<file path="config.mk">
export PLATFORM = sky130hd
export DESIGN_NAME = polar_getn_seq
export DESIGN_NICKNAME = d
export VERILOG_FILES = /design/src/rtl/polar_pkg.sv /design/src/rtl/polar_clog2_scan.sv /design/src/rtl/polar_getn_seq.sv
export SDC_FILE = /design/constraint.sdc
export NUM_CORES = 1
export LEC_CHECK = 0
export CORE_MARGIN = 5
export CORE_UTILIZATION = 30
export CTS_BUF_LIST = sky130_fd_sc_hd__clkbuf_8
export CTS_CLUSTER_DIAMETER = 120
export CTS_CLUSTER_SIZE = 14
export DETAILED_ROUTE_END_ITERATION = 10
export GPL_ROUTABILITY_DRIVEN = 0
export HOLD_SLACK_MARGIN = 0.12
export PLACE_DENSITY = 0.42
export SLEW_MARGIN = 20
export SYNTH_ARGS = -nofsm -noshare
export SYNTH_HDL_FRONTEND = slang
export SYNTH_SLANG_ARGS = --single-unit
</file>
<file path="constraint.sdc">
create_clock -name clk_i -period 16.8 [get_ports clk_i]
set_input_delay 1.68 -clock clk_i [delete_from_list [all_inputs] [get_ports clk_i]]
set_output_delay 1.68 -clock clk_i [all_outputs]
set_load 0.005 [all_outputs]
</file>
<file path="src/rtl/polar_pkg.sv">
// Shared types and defaults for the sequential polar mother-code-length calculator.
package polar_pkg;

    typedef enum logic [1:0] {
        RM_REPETITION = 2'd0,
        RM_PUNCTURING = 2'd1,
        RM_SHORTENING = 2'd2
    } rm_mode_e;

    typedef enum logic [1:0] {
        ST_IDLE   = 2'd0,
        ST_SCAN   = 2'd1,
        ST_DECIDE = 2'd2,
        ST_DONE   = 2'd3
    } getn_state_e;

    localparam int NMIN_DEF    = 5;
    localparam int NMAX_DL_DEF = 9;
    localparam int NMAX_UL_DEF = 10;

    function automatic int max_int(input int a, input int b);
        return (a > b) ? a : b;
    endfunction

endpackage

</file>
<file path="src/rtl/polar_clog2_scan.sv">
// Serial MSB-first leading-one detector: clog2_o = (first cnt with value[cnt]==1) + 1, or 0.
module polar_clog2_scan
    import polar_pkg::*;
#(
    parameter int WIDTH = 14,
    parameter int CNT_W = 4
) (
    input  logic             clk_i,
    input  logic             rst_i,
    input  logic [WIDTH-1:0] value_i,
    input  logic [CNT_W-1:0] cnt_i,
    input  logic             start_i,
    input  logic             en_i,
    output logic [CNT_W:0]   clog2_o
);

    localparam int EXT_W = 1 << CNT_W;

    if (EXT_W < WIDTH) begin : g_bad_width
        $error("polar_clog2_scan: CNT_W too small for WIDTH");
    end

    logic [EXT_W-1:0] ext_s;
    logic             bit_s;
    logic             found_q;
    logic [CNT_W:0]   clog2_q;

    // Counter may address bits above WIDTH; those read as zero.
    assign ext_s   = EXT_W'(value_i);
    assign bit_s   = ext_s[cnt_i];
    assign clog2_o = clog2_q;

    // Latch the first set bit seen while scanning downwards.
    always_ff @(posedge clk_i) begin
        if (rst_i || start_i) begin
            found_q <= 1'b0;
            clog2_q <= '0;
        end else if (en_i && !found_q && bit_s) begin
            found_q <= 1'b1;
            clog2_q <= {1'b0, cnt_i} + {{CNT_W{1'b0}}, 1'b1};
        end else begin
            found_q <= found_q;
            clog2_q <= clog2_q;
        end
    end

endmodule

</file>
<file path="src/rtl/polar_getn_seq.sv">
// Sequential polar mother-code exponent / rate-matching mode calculator with
// valid/ready handshakes on both sides and a fixed scan-based latency.
module polar_getn_seq
    import polar_pkg::*;
#(
    parameter int K_W     = 10,
    parameter int E_W     = 14,
    parameter int NMIN    = NMIN_DEF,
    parameter int NMAX_DL = NMAX_DL_DEF,
    parameter int NMAX_UL = NMAX_UL_DEF
) (
    input  logic           clk_i,
    input  logic           rst_i,
    input  logic           in_valid_i,
    output logic           in_ready_o,
    input  logic [K_W-1:0] K_i,
    input  logic [E_W-1:0] E_i,
    input  logic           ul_i,
    output logic           out_valid_o,
    input  logic           out_ready_i,
    output logic [3:0]     n_o,
    output rm_mode_e       mode_o,
    output logic           err_o
);

    localparam int KX_W  = K_W + 3;
    localparam int W     = max_int(E_W, KX_W);
    localparam int CNT_W = $clog2(W);
    localparam int CL_W  = CNT_W + 1;
    localparam int PW    = E_W + K_W + 4;

    if (!(NMIN >= 0 && NMIN <= NMAX_DL && NMAX_DL <= NMAX_UL && NMAX_UL <= 15)) begin : g_bad_nparams
        $error("polar_getn_seq: need 0 <= NMIN <= NMAX_DL <= NMAX_UL <= 15");
    end

    getn_state_e    state_q;
    logic [K_W-1:0] k_q;
    logic [E_W-1:0] e_q;
    logic           ul_q;
    logic [E_W-1:0] xe_q;
    logic [KX_W-1:0] xk_q;
    logic [CNT_W-1:0] cnt_q;
    logic           out_valid_q;
    logic [3:0]     n_q;
    rm_mode_e       mode_q;
    logic           err_q;

    logic           start_s;
    logic           scan_en_s;
    logic [CL_W-1:0] cl2e_s;
    logic [CL_W-1:0] cl2k_s;

    assign start_s     = (state_q == ST_IDLE) && in_valid_i;
    assign scan_en_s   = (state_q == ST_SCAN);
    assign in_ready_o  = (state_q == ST_IDLE) && !rst_i;
    assign out_valid_o = out_valid_q;
    assign n_o         = n_q;
    assign mode_o      = mode_q;
    assign err_o       = err_q;

    polar_clog2_scan #(.WIDTH(E_W), .CNT_W(CNT_W)) u_scan_e (
        .clk_i   (clk_i),
        .rst_i   (rst_i),
        .value_i (xe_q),
        .cnt_i   (cnt_q),
        .start_i (start_s),
        .en_i    (scan_en_s),
        .clog2_o (cl2e_s)
    );

    polar_clog2_scan #(.WIDTH(KX_W), .CNT_W(CNT_W)) u_scan_k (
        .clk_i   (clk_i),
        .rst_i   (rst_i),
        .value_i (xk_q),
        .cnt_i   (cnt_q),
        .start_i (start_s),
        .en_i    (scan_en_s),
        .clog2_o (cl2k_s)
    );

    logic [PW-1:0] e_ext_s, k_ext_s, e8_s, k16_s, e9_s, e7_s, thr_s, pow_s;
    logic          lo_s;
    int            nmax_s, n1_s, nc_s;
    logic [3:0]    n_d;
    rm_mode_e      mode_d;
    logic          err_d;

    // Decision arithmetic: choose n1, clamp, classify the rate-matching mode.
    always_comb begin
        e_ext_s = PW'(e_q);
        k_ext_s = PW'(k_q);
        e8_s    = e_ext_s << 3;
        k16_s   = k_ext_s << 4;
        e9_s    = e_ext_s * PW'(9);
        e7_s    = e_ext_s * PW'(7);
        thr_s   = (cl2e_s != '0) ? (PW'(9) << (cl2e_s - CL_W'(1))) : '0;
        lo_s    = (cl2e_s != '0) && (e8_s <= thr_s) && (k16_s < e9_s);
        nmax_s  = ul_q ? NMAX_UL : NMAX_DL;
        n1_s    = lo_s ? (int'(cl2e_s) - 1) : int'(cl2e_s);
        nc_s    = (int'(cl2k_s) < n1_s) ? int'(cl2k_s) : n1_s;
        nc_s    = (nmax_s < nc_s) ? nmax_s : nc_s;
        nc_s    = (nc_s < NMIN) ? NMIN : nc_s;
        err_d   = (k_q == '0) || (e_q == '0) || (e_ext_s <= k_ext_s);
        n_d     = err_d ? 4'(NMIN) : 4'(nc_s);
        pow_s   = PW'(1) << n_d;
        mode_d  = (err_d || (e_ext_s >= pow_s)) ? RM_REPETITION :
                  (k16_s <= e7_s)               ? RM_PUNCTURING : RM_SHORTENING;
    end

    // Control FSM with registered result outputs.
    always_ff @(posedge clk_i) begin
        if (rst_i) begin
            state_q     <= ST_IDLE;
            k_q         <= '0;
            e_q         <= '0;
            ul_q        <= 1'b0;
            xe_q        <= '0;
            xk_q        <= '0;
            cnt_q       <= '0;
            out_valid_q <= 1'b0;
            n_q         <= 4'd0;
            mode_q      <= RM_REPETITION;
            err_q       <= 1'b0;
        end else begin
            case (state_q)
                ST_IDLE: begin
                    if (in_valid_i) begin
                        k_q     <= K_i;
                        e_q     <= E_i;
                        ul_q    <= ul_i;
                        xe_q    <= E_i - E_W'(1);
                        xk_q    <= {K_i, 3'b000} - KX_W'(1);
                        cnt_q   <= CNT_W'(W - 1);
                        state_q <= ST_SCAN;
                    end
                end
                ST_SCAN: begin
                    if (cnt_q == '0) begin
                        state_q <= ST_DECIDE;
                    end else begin
                        cnt_q <= cnt_q - CNT_W'(1);
                    end
                end
                ST_DECIDE: begin
                    n_q         <= n_d;
                    mode_q      <= mode_d;
                    err_q       <= err_d;
                    out_valid_q <= 1'b1;
                    state_q     <= ST_DONE;
                end
                ST_DONE: begin
                    if (out_ready_i) begin
                        out_valid_q <= 1'b0;
                        state_q     <= ST_IDLE;
                    end
                end
                default: state_q <= ST_IDLE;
            endcase
        end
    end

endmodule

</file>
# == Word-level counts from Yosys, hierarchy flattened ==
# Cells that the tools add are included.
# W data, S select, Z words.
# word_totals
reg_bits,78
input_bits,29
output_inout_bits,9
word_cells,89
# classes
add_sub_neg,6
mul,2
order_cmp,9
n_eq_ne,7
n_shift,2
n_mux,22
reduce_logical,26
# op_table
operator,n
$mux W32,3
$lt A32 B4 Y1 const B,1
$lt A5 B32 Y1,1
$lt A6 B32 Y1,1
$ge A14 B28 Y1,1
$le A17 B28 Y1,1
$mux W28,1
$shl A1 B4 Y28 const A,1
$shl A4 B5 Y28 const A,1
$lt A14 B18 Y1,1
$mul A14 B4 Y18 const B,1
$le A14 B17 Y1,1
$mul A14 B3 Y17 const B,1
$mux W4,4
$le A14 B10 Y1,1
$logic_not A14 Y1,1
$sub A14 B1 Y14 const B,1
$sub A13 B1 Y13 const B,1
$mux W2,6
$logic_not A10 Y1,1
$bmux W1 S4,2
$logic_and A1 B1 Y1,8
$ne A2 B2 Y1 const B,4
$pmux W2 S4,1
other kinds (18),29

# == Logic depth before layout (Yosys ltp) ==
# logic_depth
depth_word,18
ltp_mapped,41
mapped_depth_nobuf,40

# == Cells and area by module ==
# From an unflattened synthesis, not the netlist that was laid out.
# hier_totals
hier_cells,962
area_unflattened_um2,7913.8
# by_module_without_submodules
module,n_inst,cells_each,area_each_um2,seq_area_each_um2
polar_getn_seq,1,867,6977.9,1281.2
polar_clog2_scan at u_scan_k,1,51,509.2,120.1
polar_clog2_scan at u_scan_e,1,44,426.7,120.1

# == Worst setup path after synthesis ==
# Ideal clock, no wire load.
# synth_timing
path_kind,reg2reg
startpoint,register e_q[8]
endpoint,register mode_q[0] (netlist: mode_o[0])
setup_ps,87
arrival_ps,7749
t_required_ps,16713
setup_slack_ps,8964
path_stages_with_launch,40
path_buffers,1
period_less_slack_ps,7836
cell_sequence,dfxtp_1 -> ha_1 -> ha_1 -> and2_1 -> a221oi_1 -> nand2_1 -> a21oi_1 -> o21bai_1 -> xnor2_1 -> ha_1 -> a21o_1 -> a21o_1 -> a21o_1 -> o32ai_1 -> nor4_4 -> nor4_1 -> xnor2_1 -> ha_1 -> [... 4 more ...] -> buf_6 -> mux2_2 -> inv_1 -> ha_1 -> a311o_1 -> o22ai_1 -> a21oi_1 -> o31ai_4 -> nor2_2 -> a41oi_1 -> ha_1 -> a21o_1 -> a21o_1 -> a21o_1 -> a21oi_1 -> o21a_1 -> o21ai_0 -> o31ai_1
# synth_via
elab_chain_len,15
elab_cells_between_ends,24
classes_between,2 x mul; 8 x order compare; 1 x shift; 7 x mux; 6 x reduce/logical
# synth_lines
element,line,rtl
"start, declared",polar_getn_seq.sv:38,logic [E_W-1:0] e_q;
"start signal, assigned",polar_getn_seq.sv:129,e_q <= E_i;
$mul A14 B4 Y18 or $le A17 B28 Y1 (tied branches),"polar_getn_seq.sv:94, polar_getn_seq.sv:97",
$lt A14 B18 Y1 or $logic_and A1 B1 Y1 (tied branches),polar_getn_seq.sv:97,lo_s = (cl2e_s != '0) && (e8_s <= thr_s) && (k16_s < e9_s);
$logic_and A1 B1 Y1,polar_getn_seq.sv:97,
$mux W32,polar_getn_seq.sv:99,n1_s = lo_s ? (int'(cl2e_s) - 1) : int'(cl2e_s);
$lt A6 B32 Y1,polar_getn_seq.sv:100,nc_s = (int'(cl2k_s) < n1_s) ? int'(cl2k_s) : n1_s;
$mux W32,polar_getn_seq.sv:100,
$lt A5 B32 Y1,polar_getn_seq.sv:101,nc_s = (nmax_s < nc_s) ? nmax_s : nc_s;
$mux W32,polar_getn_seq.sv:101,
$lt A32 B4 Y1,polar_getn_seq.sv:102,nc_s = (nc_s < NMIN) ? NMIN : nc_s;
$mux W4,polar_getn_seq.sv:102,
$mux W4,polar_getn_seq.sv:104,n_d = err_d ? 4'(NMIN) : 4'(nc_s);
$shl A1 B4 Y28,polar_getn_seq.sv:105,pow_s = PW'(1) << n_d;
$ge A14 B28 Y1,polar_getn_seq.sv:106,mode_d = (err_d || (e_ext_s >= pow_s)) ? RM_REPETITION :
$logic_or A1 B1 Y1,polar_getn_seq.sv:106,
$mux W2 (*),polar_getn_seq.sv:106,
"end signal, assigned",polar_getn_seq.sv:146,mode_q <= mode_d;
"end, declared",polar_getn_seq.sv:45,rm_mode_e mode_q;
# Every way passes the cells marked *; elsewhere a longest branch is shown, timed or not.
# A chain may end at the register's enable or synchronous reset.

# == Final worst setup path ==
# layout_timing
startpoint,register e_q[5]
endpoint,register mode_q[0] (netlist: mode_o[0])
# The elaborated chain is that of the path after synthesis.

==> impl_results.html <==
<table>
<tr><th>Metric</th><th>Value</th></tr>
<tr><th colspan="2">Drt</th></tr>
<tr><td>Pre-Repair DR Iteration Count</td><td>4</td></tr>
<tr><td>Number of DRC markers in iteration 0</td><td>246</td></tr>
<tr><td>Detailed Route WL</td><td>20790 um</td></tr>
<tr><td>Antenna Violating Nets Remaining</td><td>0</td></tr>
<tr><td>DR vias</td><td>6300</td></tr>
<tr><td>Number of vias per cell after detailed routing</td><td>4.945</td></tr>
<tr><td>Post-route DRC violation count</td><td>0</td></tr>
<tr><td>Wire length per cell after detailed routing</td><td>16.31 um</td></tr>
<tr><th colspan="2">Yosys</th></tr>
<tr><td>Count of distinct cell types in the synthesized netlist</td><td>86</td></tr>
<tr><td>Share of flip-flops with an asynchronous set or reset</td><td>0%</td></tr>
<tr><td>Share of synthesized area occupied by flip-flops and latches</td><td>20.23%</td></tr>
<tr><td>Cell taking the most area after synthesis</td><td>ha_1</td></tr>
<tr><td>Synth Register Bits</td><td>76</td></tr>
<tr><td>Number of warning messages in the yosys log</td><td>0</td></tr>
<tr><td>Number of enable-type register cells in the synthesized netlist</td><td>0</td></tr>
<tr><td>Leading cell types by total area after synthesis</td><td>ha_1 20%, dfxtp_1 20%, nand2_1 4.9%</td></tr>
<tr><td>Synthesized instance count</td><td>914</td></tr>
<tr><td>Mean instance size in the synthesized netlist</td><td>8.229 um2</td></tr>
<tr><td>Post-synthesis instance area</td><td>7521 um2</td></tr>
<tr><td>Area share of the largest cell type after synthesis</td><td>20.46%</td></tr>
<tr><td>Dominant synthesized flop cell</td><td>dfxtp_1</td></tr>
<tr><th colspan="2">Global route</th></tr>
<tr><td>Largest net degree at the start of global routing</td><td>73</td></tr>
<tr><td>Via count of the first global-routing pass</td><td>6207</td></tr>
<tr><td>Wire length of the first global-routing pass</td><td>34130 um</td></tr>
<tr><td>Antenna violations before repair</td><td>0</td></tr>
<tr><td>Remaining Overflow, GRT</td><td>0</td></tr>
<tr><td>Aggregate global-route resource usage</td><td>14.85%</td></tr>
<tr><th colspan="2">Timing</th></tr>
<tr><td>Fin crit share</td><td>53.59%</td></tr>
<tr><td>Aggregate negative setup slack</td><td>0 ns</td></tr>
<tr><td>Slew HR</td><td>33.43%</td></tr>
<tr><td>Total count of max-transition violations in the final report</td><td>0</td></tr>
<tr><td>Worst-Margin Slew</td><td>0.9962 ns</td></tr>
<tr><td>Number of endpoints failing setup at the final stage</td><td>0</td></tr>
<tr><td>Maximum clock frequency</td><td>111.1 MHz</td></tr>
<tr><td>Final Hold Violating Endpoints</td><td>0</td></tr>
<tr><td>RSZ-0062 raised after global routing</td><td>false</td></tr>
<tr><td>Worst clock skew</td><td>0.01540 ns</td></tr>
<tr><td>Time the worst path needs with I/O delays and setup</td><td>9.003 ns</td></tr>
<tr><th colspan="2">Layout</th></tr>
<tr><td>Share of final-layout standard cells stronger than drive strength 1</td><td>5.720%</td></tr>
<tr><td>Number of antenna cells inserted</td><td>0</td></tr>
<tr><td>Finished Cell Area</td><td>8416 um2</td></tr>
<tr><td>Fin nets</td><td>1106</td></tr>
<tr><td>Area growth from synthesis to layout</td><td>11.89%</td></tr>
<tr><th colspan="2">Place</th></tr>
<tr><td>Sum of net half-perimeters after detailed placement</td><td>16480 um</td></tr>
<tr><td>Number of I/O port buffers</td><td>37</td></tr>
<tr><td>Post-detailed-placement cell area</td><td>8199 um2</td></tr>
<tr><th colspan="2">Clocking</th></tr>
<tr><td>Insertion delay to the later sink of the worst-skew pair</td><td>0.36 ns</td></tr>
<tr><td>Post-CTS setup repair buffer count</td><td>0</td></tr>
<tr><td>Number of buffers created by CTS</td><td>9</td></tr>
<tr><td>Count of hold buffers inserted by post-cts repair</td><td>0</td></tr>
<tr><td>Clock tree root buffer cell</td><td>clkbuf_8</td></tr>
<tr><td>CTS clk-pin slew, worst paths</td><td>0.09 ns</td></tr>
<tr><td>CTS tree</td><td>done</td></tr>
<tr><td>Number of H-tree branching levels</td><td>3</td></tr>
<tr><td>Number of clock sinks seen by CTS</td><td>76</td></tr>
<tr><td>Resized Gates After CTS</td><td>0</td></tr>
<tr><td>Maximum count of clock buffers along a single path</td><td>2</td></tr>
<tr><th colspan="2">Floorplanning</th></tr>
<tr><td>CORE AREA</td><td>24960 um2</td></tr>
<tr><td>Area of the die</td><td>28340 um2</td></tr>
<tr><td>Cell row count</td><td>58</td></tr>
<tr><td>Starting density of the core</td><td>30.13%</td></tr>
<tr><td>Chip Height</td><td>168.3 um</td></tr>
<tr><td>Io pins</td><td>38</td></tr>
<tr><td>Horizontal die dimension</td><td>168.3 um</td></tr>
<tr><th colspan="2">Worst setup path</th></tr>
<tr><td>Data required, critical path</td><td>17.08 ns</td></tr>
<tr><td>Worst R2R Start</td><td>e_q[5]$_SDFFE_PP0P_</td></tr>
<tr><td>Type of destination of the critical path</td><td>flip-flop</td></tr>
<tr><td>Cells on worst reg2reg path</td><td>39</td></tr>
<tr><td>Maximum cell stage delay along the critical path</td><td>0.68 ns</td></tr>
<tr><td>RR Endpoint</td><td>mode_o[0]$_SDFFE_PP0P_</td></tr>
<tr><td>Worst-path maximum fanout</td><td>10</td></tr>
<tr><td>Top cell by count, worst path</td><td>ha_1</td></tr>
<tr><td>Worst path arrival time</td><td>9.28 ns</td></tr>
<tr><td>Highest-delay cell along the critical path</td><td>dfxtp_1</td></tr>
<tr><td>Reg2Reg Setup Slack</td><td>7.80 ns</td></tr>
<tr><td>Startpoint types</td><td>flip-flop</td></tr>
<tr><td>Critical path class</td><td>flip-flop to flip-flop</td></tr>
<tr><th colspan="2">Flow run</th></tr>
<tr><td>Max-cap viol count</td><td>0</td></tr>
<tr><th colspan="2">Pwr</th></tr>
<tr><td>Peak supply drop</td><td>0.09573 mV</td></tr>
<tr><td>Total power density per cell area</td><td>138.1 nW/um2</td></tr>
<tr><td>Leakage power</td><td>3.531 nW</td></tr>
<tr><th colspan="2">Min path</th></tr>
<tr><td>Number of instances on the worst hold path</td><td>2</td></tr>
<tr><td>Type of the worst min-delay path</td><td>flip-flop to flip-flop</td></tr>
<tr><td>Worst Hold End</td><td>u_scan_e.found_q$_SDFFE_PP0P_</td></tr>
<tr><td>Hold Path Origin</td><td>u_scan_e.found_q$_SDFFE_PP0P_</td></tr>
<tr><th colspan="2">Status</th></tr>
<tr><td>Run status</td><td>finished, final reports clean</td></tr>
</table>
cells in the mapped netlist (all sizes together) (6+ instances only):
library cell	instances
nor2	90
nor4	9
o21ai	28
a21oi	67
a211oi	35
or3	10
fa	15
mux2i	14
o211ai	6
o31ai	6
nand2b	12
xor2	18
a311oi	6
dfxtp	76
clkbuf	22
a21o	23
inv	70
and2	7
nor3	20
buf	10
xnor2	28
nand4	9
or2	6
nand3	17
nand2	98
ha	123
sequential cells by signal (all words and copies together), names as in the netlist:
signal	count
u_scan_e.clog2_o	5
mode_o	2
k_q	10
state_q	2
xe_q	14
cnt_q	4
e_q	14
out_valid_o	1
err_o	1
n_o	4
u_scan_k.clog2_o	5
u_scan_k.found_q	1
xk_q	11
u_scan_e.found_q	1
ul_q	1
power breakdown:
part / switching (mW) / leakage [nW] / total, mW / internal, mW
registers: 0.0692 / 0.623 / 0.291 / 0.222
logic: 0.408 / 2.79 / 0.715 / 0.307
clock network: 0.0737 / 0.112 / 0.157 / 0.0835
cells by family (layout without fill, tap and decap cells):
kind of cell / count (synthesis) / count (layout) / share of synthesized area (%)
AND/OR/NAND/NOR: 308 / 308 / 20.03
other: 2 / 7 / 0.09985
multiplexers: 21 / 21 / 3.876
buffers and inverters: 103 / 128 / 5.556
adder cells (fa/ha/maj): 138 / 138 / 24.46
flip-flops: 76 / 76 / 20.23
AO/OA/AOI/OAI: 220 / 220 / 20.05
XOR/XNOR: 46 / 46 / 5.706
critical path, delay by kind of cell, from the launching register on:
family / cells / cell delay [ns]
compound gates: 21 / 3.94
xor+xnor: 2 / 0.40
fa+ha+maj: 6 / 1.71
buf+inv: 1 / 0.06
flops: 1 / 0.68
mux: 1 / 0.31
simple gates: 8 / 1.81
cells in the final DEF, fill, tap and decap left out, drive strengths merged, types with 7 or more instances in the layout:
cell type / n
conb: 7
a21o: 23
nand2: 98
clkdlybuf4s50: 36
nand4: 9
o21ai: 28
nand3: 17
mux2i: 14
a211oi: 35
nand2b: 12
ha: 123
and2: 7
nor4: 9
a21oi: 67
xor2: 18
xnor2: 28
fa: 15
or3: 10
nor2: 90
nor3: 20
clkbuf: 9
dfxtp: 76
inv: 73
worst max-delay path by stage:
stage	end	startpoint	depth (start not counted)	slack, ns
6_report	mode_o[0]$_SDFFE_PP0P_	e_q[5]$_SDFFE_PP0P_	39	7.80
5_1_grt	mode_o[0]$_SDFFE_PP0P_	e_q[8]$_SDFFE_PP0P_	39	6.96
3_5_place_dp	mode_o[0]$_SDFFE_PP0P_	e_q[7]$_SDFFE_PP0P_	39	7.80
2_1_floorplan	mode_o[0]$_SDFFE_PP0P_	e_q[8]$_SDFFE_PP0P_	39	8.96
3_3_place_gp	mode_o[0]$_SDFFE_PP0P_	e_q[7]$_SDFFE_PP0P_	39	8.02
4_1_cts	mode_o[0]$_SDFFE_PP0P_	e_q[7]$_SDFFE_PP0P_	39	7.73
stage by stage:
stage | util [%] | worst slack, ns | instances | hold WS (ns) | total power [mW]
floorplan | - | 8.964 | 919 | 0.4340 | 0.8412
global placement | 32.84 | 8.017 | 1258 | 0.4532 | 1.024
detailed placement | 32.84 | 7.801 | 1258 | 0.4591 | 1.018
CTS | 33.71 | 7.732 | 1274 | 0.4819 | 1.180
global route | 33.71 | 6.964 | 1274 | 0.5078 | 1.286
finish | 33.71 | 7.797 | 1274 | 0.4802 | 1.163
area by class of cell:
class,instances,area (um2)
clock buffer,9,123.9
sequential,76,1521
timing repair buffer,41,395.4
clock inverter,7,92.59
tap,330,412.9
inverter,71,266.5
fill,2702,16550
multi-input combinational,740,5603
per-layer routing:
layer	GRT usage [%]	wire length [um]	vias up
met4	2.858	171	0
met3	1.737	427	10
met2	23.17	9156	60
li1	-	-	3304
met1	22.15	11030	2926
met5	0	0	-
Power figures use the tool's default switching activity.
==> RTL edit (same settings) <==
Register the output `err_o` once more, with the module's reset; this adds one clock of latency there. The other outputs are not delayed to match.
--- a/src/rtl/polar_getn_seq.sv
+++ b/src/rtl/polar_getn_seq.sv
@@ -56,7 +56,13 @@
     assign out_valid_o = out_valid_q;
     assign n_o         = n_q;
     assign mode_o      = mode_q;
-    assign err_o       = err_q;
+    always_ff @(posedge clk_i) begin
+        if (rst_i) begin
+            err_o <= '0;
+        end else begin
+            err_o <= err_q;
+        end
+    end
 
     polar_clog2_scan #(.WIDTH(E_W), .CNT_W(CNT_W)) u_scan_e (
         .clk_i   (clk_i),
Behaviour: no difference found for any inputs over 10 cycles, from zero or initial values and one cycle with rst_i high; that may be too few to reach the edited logic, so the function may still have changed.
==> RTL edit against the unedited design <==
Sequential cell count rose by 1; synthesized area fell by 0.96%; non-clock buffer count rose by 5; critical endpoint is now mode_o[1]; wire length rose by 2.2%; die area fell by 0.91%; critical path depth fell by 2; count of clock-buffer cells in the layout did not move; setup slack improved by 0.69 ns; largest power group unchanged; total power fell by 4.6%; worst hold slack got worse by 0.022 ns; sequential power fell by 1%; combinational power fell by 6.2%; design area fell by 0.62%; fmax rose by 8.3%; critical path type unchanged.
==> RTL edit: results (changes against the unedited design) <==
worst_setup_path:
  critPathMaxFanout: 10  # unchanged
  critPathLaunchType: "register"  # unchanged
  crit-reg2reg-launch: "e_q[6]"  # was e_q[5]
  max_stage_delay_ns: 0.74  # was 0.68 ns
  crit_top_cell: "ha_1"  # unchanged
  crit_arrival_ns: 8.59  # was 9.28 ns
  crit_slowest_cell: "dfxtp_1"  # unchanged
route:
  viasPerCell: 4.99  # was 4.95
  firstDrtPassIters: 4  # unchanged
  routed_wirelength_mm: 21.2  # was 20.8 mm
  drt_iter0_markers: 273  # was 246
finish:
  final-nonclk-buf-share_pct: 5.18  # was 4.70%
  buffers: 46  # was 41
  reg_top3: "e_q x14, xe_q x14, xk_q x11"  # unchanged
  multi_input_gates: 755  # was 740
  seq_share_pct: 18.4  # was 18.1%
  fillers: 2651  # was 2702
  clock_tree_area_fraction_pct: 2.44  # was 2.57%
  multi_input_area_share_pct: 66.3  # was 66.6%
  final_layout_size_suffix_gt1_share_pct: 5.54  # was 5.72%
  stdcell_area_um2: 8360  # was 8420 um2
  nClkBuffers: 9  # unchanged
  nets: 1119  # was 1106
  final_cell_count_no_fill: 1281  # was 1274
  inverters: 63  # was 71
min_path:
  hold_path.startpoint: "u_scan_k.found_q"  # was u_scan_e.found_q
  min_path_type: "reg -> reg"  # unchanged
place:
  dp_hpwl_mm: 16.3  # was 16.5 mm
  placed_area_um2: 8160  # was 8200 um2
power_and_ir_drop:
  ir_drop_uv: 64.6  # was 95.7 uV
  power_density_nw_per_um2: 133  # was 138 nW/um2
  seqPwrFrac_pct: 25.8  # was 25.0%
  swShare_pct: 48.4  # was 47.4%
  p_leak_nw: 3.53  # about the same
  pg_comb_mw: 0.671  # was 0.715 mW
global_routing:
  grt_pass1_wl_mm: 34.9  # was 34.1 mm
  antenna_found_initial: 0  # unchanged
  grt_util_all_layers_pct: 15.2  # was 14.9%
  grt_pass1_vias: 6426  # was 6207
  grt_max_degree: 73  # unchanged
clock_tree:
  cts_setup_buffers: 0  # unchanged
  h-tree-depth: 3  # unchanged
  clk_pin_slew_worst_paths_ns: 0.10
  clk_path_buf_depth: 2  # unchanged
logic_synthesis:
  yosys-top-cells-area: "dfxtp_1, ha_1, a21oi_1"  # was ha_1, dfxtp_1, nand2_1
  netlist_top_cells_count: "ha_1, nand2_1, nor2_1, a21oi_1, dfxtp_1"  # was ha_1, nand2_1, nor2_1, dfxtp_1, inv_1
  syn_avg_cell_area_um2: 8.07  # was 8.23 um2
  ys_types: 70  # was 86
  yosysWarnings: 0  # unchanged
  ys_seq_area_share_pct: 20.7  # was 20.2%
  synth_seq_cells: 77  # was 76
timing:
  fin_worst_skew_ns: 0.0177  # was 0.0154 ns
  timing.fmax_ghz: 0.120  # was 0.111 GHz
  relSlewSlack_pct: 47.7  # was 33.4%
run_status:
  status: "finished clean"  # unchanged
-- RTL edit: cell count changes after synthesis, sizes merged, moves of 4 or more --
cell / change
or2: +4
nand2: -7
nand3: +4
a21o: -5
nor3: +4
nor2b: +5
inv: -7
and3: -4
nor3b: -4
a21oi: +16
a211oi: -6
o21ai: +14
-- RTL edit: metrics by stage --
step | setup slack (ns) | hold slack, ns
final | 8.49 | 0.458
after global routing | 7.65 | 0.481
after CTS | 8.41 | 0.461
after detailed placement | 8.49 | 0.446
after global placement | 8.54 | 0.436
after floorplan | 9.49 | 0.426
-- RTL edit: path summary, 6_finish.rpt --
| check | endpoint | slack (ns) | cells past startpoint |
|---|---|---|---|
| hold reg to reg | u_scan_k.found_q | 0.46 | 2 |
| hold / removal | u_scan_k.found_q | 0.46 | 2 |
| setup / recovery | mode_o[1] | 8.49 | 37 |
| setup reg to reg | mode_o[1] | 8.49 | 37 |
-- RTL edit: cells by family (layout without fill, tap and decap cells) --
family / count (synthesis) / count (layout) / share of synthesized area (%)
buf+inv: 96 / 125 / 5.16
xor+xnor: 42 / 42 / 4.94
other cells: 2 / 7 / 0.101
compound gates: 243 / 243 / 21.5
flops: 77 / 77 / 20.7
mux: 18 / 18 / 3.44
fa+ha+maj: 138 / 138 / 24.7
simple gates: 307 / 307 / 19.5
-- RTL edit: worst max-delay path, delay by kind of cell (launching register included) --
family | cells | cell delay [ns]
compound gates | 22 | 4.42
fa+ha+maj | 6 | 1.67
xor+xnor | 1 | 0.19
buf+inv | 2 | 0.15
mux | 1 | 0.41
simple gates | 5 | 0.61
flops | 1 | 0.74
-- RTL edit: routing by layer --
metal,GRT usage [%],share of wire [%],vias to the layer above
li1,-,-,3364
met1,22.0,53,2923
met2,24.2,44,83
met3,1.56,1.9,19
met4,3.67,1.5,0
met5,0,0,-
